[src/rtl/seg7_scan_driver.sv]
// -----------------------------------------------------------------------------
// seg7_scan_driver
//
// Drives a 4-digit, common-anode, multiplexed seven-segment display from four
// BCD digits. Digits are captured on a load strobe into a pending buffer and
// moved onto the display only at a scan-frame boundary, so one frame never
// shows a mix of old and new digits. Leading zeros can be blanked, and any
// non-BCD code is shown as a dash.
//
// Parameters:
//   DIV       clock cycles each digit stays lit (must be >= 2)
//   BLANK_LZ  1 = blank leading zeros, 0 = always show all four digits
//
// Ports:
//   clock       system clock, all state changes on the rising edge
//   resetn      synchronous active-low reset
//   thousands   BCD digit 3 (leftmost)
//   hundreds    BCD digit 2
//   tens        BCD digit 1
//   ones        BCD digit 0 (rightmost)
//   load        1-cycle strobe that captures the four digits
//   enable      scan enable; 0 blanks the display and freezes the scan
//   seg         segments {g,f,e,d,c,b,a}, active low
//   an          digit anodes, active low; an[0] = ones, an[3] = thousands
//   frame_done  1-cycle pulse marking the start of a new frame
// -----------------------------------------------------------------------------
module seg7_scan_driver #(
    parameter int unsigned DIV      = 50000,
    parameter bit          BLANK_LZ = 1'b1
) (
    input  logic       clock,
    input  logic       resetn,
    input  logic [3:0] thousands,
    input  logic [3:0] hundreds,
    input  logic [3:0] tens,
    input  logic [3:0] ones,
    input  logic       load,
    input  logic       enable,
    output logic [6:0] seg,
    output logic [3:0] an,
    output logic       frame_done
);

    localparam int unsigned     CNT_W   = $clog2(DIV);
    localparam logic [CNT_W-1:0] CNT_MAX = CNT_W'(DIV - 1);
    localparam logic [CNT_W-1:0] CNT_ONE = CNT_W'(1);

    localparam logic [6:0] SEG_OFF = 7'h7F;
    localparam logic [3:0] AN_OFF  = 4'hF;

    // Digit word layout: element [0] is ones, element [3] is thousands,
    // matching the anode numbering.
    typedef logic [3:0][3:0] digits_t;

    // -------------------------------------------------------------------------
    // State
    // -------------------------------------------------------------------------
    logic [CNT_W-1:0] cnt;         // cycles spent on the current digit
    logic [1:0]       idx;         // digit currently being scanned
    digits_t          disp;        // digits the display is showing this frame
    digits_t          pend;        // last digits loaded since the frame began
    logic             pend_valid;  // pend holds digits not yet displayed

    digits_t          in_digits;
    logic             tick;        // current digit's time slot ends this edge
    logic             boundary;    // last slot of the frame ends this edge

    logic [3:0]       lit;         // per-digit "not blanked" flags
    logic [6:0]       seg_next;
    logic [3:0]       an_next;

    assign in_digits = {thousands, hundreds, tens, ones};

    // The scan only advances while enabled, so a paused display resumes
    // exactly where it stopped instead of restarting the frame.
    assign tick     = enable && (cnt == CNT_MAX);
    assign boundary = tick && (idx == 2'd3);

    // -------------------------------------------------------------------------
    // Segment decode, active low {g,f,e,d,c,b,a}. Codes 10..15 show a dash.
    // -------------------------------------------------------------------------
    function automatic logic [6:0] decode(input logic [3:0] digit);
        logic [6:0] pattern;
        case (digit)
            4'd0:    pattern = 7'b1000000;
            4'd1:    pattern = 7'b1111001;
            4'd2:    pattern = 7'b0100100;
            4'd3:    pattern = 7'b0110000;
            4'd4:    pattern = 7'b0011001;
            4'd5:    pattern = 7'b0010010;
            4'd6:    pattern = 7'b0000010;
            4'd7:    pattern = 7'b1111000;
            4'd8:    pattern = 7'b0000000;
            4'd9:    pattern = 7'b0010000;
            default: pattern = 7'b0111111;
        endcase
        return pattern;
    endfunction

    // -------------------------------------------------------------------------
    // Prescaler and digit index
    // -------------------------------------------------------------------------
    // NOTE: every clocked block uses non-blocking assignments so all registers
    // update from the same pre-edge values, regardless of block ordering.
    always_ff @(posedge clock) begin
        if (!resetn) begin
            cnt <= '0;
            idx <= 2'd0;
        end else if (tick) begin
            cnt <= '0;
            idx <= idx + 2'd1;  // wraps 3 -> 0 at the frame boundary
        end else if (enable) begin
            cnt <= cnt + CNT_ONE;
        end
    end

    // -------------------------------------------------------------------------
    // Digit capture: pending buffer plus frame-synchronous display update
    // -------------------------------------------------------------------------
    // NOTE: disp and pend are reset explicitly; the display must show a known
    // "0" straight after reset, and pend must never leak stale digits.
    always_ff @(posedge clock) begin
        if (!resetn) begin
            disp       <= '0;
            pend       <= '0;
            pend_valid <= 1'b0;
        end else if (boundary) begin
            // A load on the boundary edge itself goes straight to the new
            // frame; it is newer than anything waiting in pend.
            if (load) begin
                disp <= in_digits;
            end else if (pend_valid) begin
                disp <= pend;
            end
            pend_valid <= 1'b0;
        end else if (load) begin
            pend       <= in_digits;   // last load before the boundary wins
            pend_valid <= 1'b1;
        end
    end

    // -------------------------------------------------------------------------
    // Leading-zero blanking. A digit is lit when it, or any digit to its
    // left, is nonzero; non-BCD codes count as nonzero. Ones is always lit.
    // -------------------------------------------------------------------------
    // NOTE: each always_comb assigns defaults before any condition, so no
    // path leaves a signal unassigned and no latch is inferred.
    always_comb begin
        lit = 4'b1111;
        if (BLANK_LZ) begin
            lit[3] = (disp[3] != 4'd0);
            lit[2] = lit[3] || (disp[2] != 4'd0);
            lit[1] = lit[2] || (disp[1] != 4'd0);
            lit[0] = 1'b1;
        end
    end

    // -------------------------------------------------------------------------
    // Output selection from the current index; registered below, so the pins
    // lag idx by one cycle.
    // -------------------------------------------------------------------------
    always_comb begin
        seg_next = SEG_OFF;
        an_next  = AN_OFF;
        if (enable && lit[idx]) begin
            an_next  = ~(4'b0001 << idx);
            seg_next = decode(disp[idx]);
        end
    end

    always_ff @(posedge clock) begin
        if (!resetn) begin
            seg        <= SEG_OFF;
            an         <= AN_OFF;
            frame_done <= 1'b0;
        end else begin
            seg        <= seg_next;
            an         <= an_next;
            frame_done <= boundary;
        end
    end

endmodule

[config.mk]
export PLATFORM = sky130hd
export DESIGN_NAME = seg7_scan_driver
export DESIGN_NICKNAME = d
export VERILOG_FILES = /design/src/rtl/seg7_scan_driver.sv
export SDC_FILE = /design/constraint.sdc
export NUM_CORES = 1
export LEC_CHECK = 0
export BUFFER_PORTS_ARGS = -buffer_cell sky130_fd_sc_hd__buf_2
export CORE_ASPECT_RATIO = 0.75
export CORE_MARGIN = 3
export CORE_UTILIZATION = 59
export CTS_BUF_LIST = sky130_fd_sc_hd__clkbuf_4 sky130_fd_sc_hd__clkbuf_8
export DETAILED_ROUTE_END_ITERATION = 7
export HOLD_SLACK_MARGIN = 0.06
export PLACE_DENSITY = 0.8
export REMOVE_ABC_BUFFERS = 1
export SLEW_MARGIN = 40
export SYNTH_ARGS = -nofsm -noshare
export SYNTH_HDL_FRONTEND = slang
export SYNTH_SLANG_ARGS = --single-unit
export TNS_END_PERCENT = 1
[constraint.sdc]
create_clock -name clock -period 2.59 [get_ports clock]
set_input_delay 0.518 -clock clock [delete_from_list [all_inputs] [get_ports clock]]
set_output_delay 0.518 -clock clock [all_outputs]
set_load 0.005 [all_outputs]
# After elaboration in Yosys (flattened, before gate mapping)

Memories as Yosys holds them, arrays and structs flattened. A register that Yosys moved wholly into a read port is not among the register bits.
Index checks and enable logic that the tools add are counted.

Div/mod/pow operators: 0
Add/subtract/negate cells: 2
Mux-type cells: 6
Equal/unequal tests: 2
Shifts and indexed selects: 1
Multiply operators: 0
Reductions and logical operators: 15
Order comparisons: 1
Bitwise operators: 3

Operator list:

| operator                                                              | count |
|---|---|
| 16-bit 2-to-1 mux                                                     | 2 |
| 16-bit by 1-bit adder with 16-bit output (second input constant)      | 1 |
| 16-bit == test (second input constant)                                | 1 |
| 4-bit nonzero test                                                    | 3 |
| 4-bit binary-select mux with 2-bit select                             | 1 |
| 2-bit AND reduction                                                   | 3 |
| 4-bit 2-to-1 mux                                                      | 1 |
| 4-bit NOT                                                             | 1 |
| 2-bit OR reduction                                                    | 2 |
| 1-bit by 2-bit left shift with 4-bit output (first input constant)    | 1 |
| 1-bit logical AND                                                     | 3 |
| 2-bit by 3-bit < comparator with 1-bit output (second input constant) | 1 |
| 2-bit by 1-bit adder with 2-bit output (second input constant)        | 1 |
| 1-bit binary-select mux with 2-bit select                             | 1 |
| 2-bit == test (second input constant)                                 | 1 |
| 1-bit logical OR                                                      | 2 |
| 1-bit NOT                                                             | 2 |
| 2-bit nonzero test                                                    | 1 |
| 1-bit logical NOT                                                     | 1 |
| 1-bit 2-to-1 mux                                                      | 1 |

RAM bits: 0
Memory bits (read-only): 112
Bits of input ports: 20
Latch bits: 0
Output and inout bits: 12
Memories kept: 1
Register bits: 56

Memory list:

| memory          | words | width | rd ports | clocked after Yosys merged registers in | wr ports | line | RTL |
|---|---|---|---|---|---|---|---|
| (no name shown) | 16    | 7     | 1        | 1                                       | 0        | 84   | `case (digit)` |

# Longest topological paths before layout

Depth after elaboration: 8
Gate-level depth with buffers: 8

# Least setup slack after synthesis

No wires, ideal clock.

Path kind: register -> register
From: register idx[0]
To: register seg[3]
Buffers on the path: 1
Data required time: 2453 ps
Stages on the path, launching flop included: 9
Arrival: 1968 ps
Setup slack: 484 ps
Cells stage by stage: dfxtp_1 clkbuf_1 mux4_2 inv_1 ha_1 inv_1 or2_2 mux2i_1 nand3_1

Longest elaborated chain between the ends: 5

RTL lines:

| item                                      | line | RTL |
|---|---|---|
| start: declaration                        | 59   | `logic [1:0] idx;` |
| start signal: assignment                  | 111  | `idx <= idx + 2'd1;` |
| 1-bit binary-select mux with 2-bit select | 165  | `if (enable && lit[idx]) begin` |
| 1-bit 2-to-1 mux (implied by the code)    | 165  |  |
| 1-bit logical AND                         | 165  |  |
| 2-bit AND reduction (no line)             | --   |  |
| 1-bit logical NOT (no line)               | --   |  |
| end: declaration                          | 39   | `output logic [6:0] seg,` |

Several ways; a longest one is shown, not always the timed one. The select of a mux whose other input is x is not followed.
A chain may end at the register's enable or synchronous reset.

# Final worst setup path

From: register cnt[11]
To: register disp[3] (netlist bit)

Longest elaborated chain between the ends: 4

RTL lines:

| item                          | line | RTL |
|---|---|---|
| start: declaration            | 58   | `logic [CNT_W-1:0] cnt;` |
| start signal: assignment      | 113  | `cnt <= cnt + CNT_ONE;` |
| 16-bit == test                | 76   | `assign tick = enable && (cnt == CNT_MAX);` |
| 1-bit logical AND             | 76   |  |
| 1-bit logical AND             | 77   | `assign boundary = tick && (idx == 2'd3);` |
| 2-bit AND reduction (no line) | --   |  |
| end signal: assignment        | 131  | `disp <= in_digits;` |
| end signal: assignment        | 133  | `disp <= pend;` |
| end: declaration              | 60   | `digits_t disp;` |

No other way between the ends.

==> flow_metrics.tcl <==
set metrics [dict create \
    diodes 0 \
    synth_xor_area_frac 0.0370 \
    seq_power_share 0.516 \
    fp.dieW_um 92.5 \
    power_frac_comb 0.080 \
    placed_cell_area_um2 3520 \
    first_pass_iters 5 \
    p_leak_nw 1.35 \
    synth_area_um2 3310 \
    grt_pass1_vias 2605 \
    cts_made_buffers 9 \
    die_y_um 70.9 \
    start_util 0.643 \
    drt.antenna.violating_nets 0 \
    area_growth_pct 11.7 \
    dieArea_um2 6560 \
    holdCritPathClass "in -> reg" \
    hold_viol_final 0 \
    final_area_um2 3700 \
    drive_gt1_frac 0.208 \
    yosysWarnings 0 \
    wl_per_cell_um 14.9 \
    p_sw_w 0.000464 \
    portBuffers 31 \
    cap_violations 0 \
    critPathRequiredTime_ps 2800 \
    synth-simple-area-share 0.269 \
    postCtsHoldBufs 0 \
    worstMarginPinSlew_ps 697 \
    tns_ps 0 \
    cp-start-kind "flop" \
    design.core.area_um2 5150 \
    grt_start_max_net_pins 31 \
    switching_share 0.234 \
    vdd_drop_max_v 0.000356 \
    end_kind "flop" \
    routed-via-count 2807 \
    status "complete, no violations" \
    final_max_slew_viol_count 0 \
    clkLatencyLatePin_ps 340 \
    synth_seq_cells 63 \
    synth_compound_area_frac 0.128 \
    finalWirelength_um 7020 \
    drc 0 \
    crit_path_max_fanout 16 \
    powerDensity_nw_per_um2 537 \
    max-slew-margin-rel 0.532 \
    synthAdderAreaFrac 0.0378 \
    reg2reg_depth 4 \
    fin_hold_ws_ps 431 \
    layout_commonest_cell "dfxtp_1" \
    clkTransAtPathRegs_ps 70 \
    grt_pass1_wl_um 12500 \
    rsz0062_at_grt "false" \
    seq_area_frac_synth 0.381 \
    drtIter0Drc 165 \
    max_freq_mhz 458 \
    layout_common_cells "dfxtp_1 (63), nand4_1 (36), buf_2 (31)" \
    gr-total-overflow 0 \
    cts_resized 0 \
    syn_avg_cell_area_um2 8.85 \
    setup_viol 0 \
    ioPinCount 32 \
    synthCells 374 \
    gp_congestion 0.864 \
    hpwl_um 4920 \
    clkSinkCount 63 \
    synth_top_family_by_area "simple AND/OR/NAND/NOR gates" \
    cts_buffer_depth 2 \
    cts_tree "built" \
    finClkSkew_ps 6.60 \
    post_cts_buffers 0 \
    antenna_found_initial 0 \
    fp-row-count 22 \
    track_usage 0.235 \
    ctsRootBufferMaster "clkbuf_8" \
    fin_nets 426 \
    drt-vias-per-instance 5.95 \
    power_frac_clock 0.403 \
    finalCritPeriodShare 0.843 \
    period_minus_slack_ps 2180 \
    fillCellCount 434 \
    critPathKind "reg -> reg" \
    htree_levels 3 \
    synthDistinctLibCells 40 \
    cp.arrival_ps 2390 \
    internal_power_w 0.00152 \
    min_path_cells 3 \
    muxShareOfSynthArea 0.0937 \
]
sequential cells by signal (all words and copies together), names as in the netlist:
name / flops
pend: 16
pend_valid: 1
an: 4
disp: 16
frame_done: 1
seg: 7
cnt: 16
idx: 2
cell type report:
class | instances | area (um^2) | area share
clock inverters | 5 | 50.0 | 0.0135
clock buffers | 10 | 131 | 0.0355
repair buffers | 44 | 253 | 0.0684
inverters | 11 | 41.3 | 0.0112
multi-input cells | 267 | 1870 | 0.506
well taps | 72 | 90.1 | 0.0244
flip-flops and latches | 63 | 1260 | 0.341
cells by family (layout without fill, tap and decap cells):
family	Yosys count	in the layout
mux	24	24
simple gates	152	152
xor+xnor	14	14
fa+ha+maj	10	10
flops	63	63
buf+inv	44	70
compound gates	67	67
metal layers:
layer / GRT usage / share of wire
met5: 0 / 0
met4: 0.0511 / 0.0090
met3: 0.0755 / 0.042
met1: 0.337 / 0.50
met2: 0.345 / 0.45
Yosys cell counts:
library cell  instances  share of area
nand4bb_1             1         0.0034
buf_4                 2         0.0045
nor3b_1               1         0.0023
nand2b_1              2         0.0038
and3_1                2         0.0038
o21ai_1              12          0.018
mux2i_1               4          0.012
or2_2                 3         0.0057
nand2_1              22          0.025
nor4_1                6          0.011
clkbuf_1             26          0.029
o21ai_0               8          0.012
xor2_1                2         0.0053
nor2b_1               5         0.0094
mux2_2               16          0.054
inv_1                11          0.012
or4b_1                1         0.0030
a31oi_1              14          0.026
a21oi_1               6         0.0091
nor4_4                1         0.0064
or3_1                 2         0.0038
o2111ai_1             2         0.0053
o21a_1                1         0.0023
and2_1                6          0.011
nand3_1              24          0.036
ha_1                 10          0.038
nand4_1              36          0.068
xnor2_1              12          0.032
a22oi_1               2         0.0045
a211oi_1              2         0.0045
nor2_1               17          0.019
buf_2                 5         0.0076
nand4b_1              1         0.0026
or4bb_1               1         0.0034
o211ai_1             20          0.045
mux4_2                4          0.027
or4_1                 3         0.0068
and3b_1              14          0.037
dfxtp_1              63           0.38
nor3_1                4         0.0060
path summary, 6_finish.rpt:
check                                to  slack, ps  startpoint
worst max-delay path            disp[3]        410     cnt[11]
worst min-delay path            pend[6]        430     tens[2]
worst max register to register  disp[3]        410     cnt[11]
worst min register to register  disp[2]        460     disp[2]
critical path, stage by stage, from the launching register on:
cell and delay [ps]:
dfxtp_1 350, or4b_1 600, nor4_4 400, and2_1 530, o21ai_0 180
per-stage QoR:
| stage | std cells | util | setup slack, ps | total power, W |
|---|---|---|---|---|
| floorplan | 341 | - | -478 | 0.00112 |
| global placement | 457 | 0.683 | 474 | 0.00120 |
| detailed placement | 457 | 0.683 | 391 | 0.00120 |
| CTS | 472 | 0.718 | 398 | 0.00200 |
| global route | 472 | 0.718 | 189 | 0.00207 |
| finish | 472 | 0.718 | 407 | 0.00198 |
power groups by stage:
stage / Combinational (W) / Sequential [W] / Clock [W]
finish: 0.000159 / 0.00102 / 0.000801
global route: 0.000179 / 0.00103 / 0.000862
global placement: 0.000153 / 0.00104 / 0
floorplan: 0.0000802 / 0.00104 / 0
detailed placement: 0.000158 / 0.00105 / 0
CTS: 0.000160 / 0.00102 / 0.000819
Note: power is estimated with default switching activity, not from simulation.
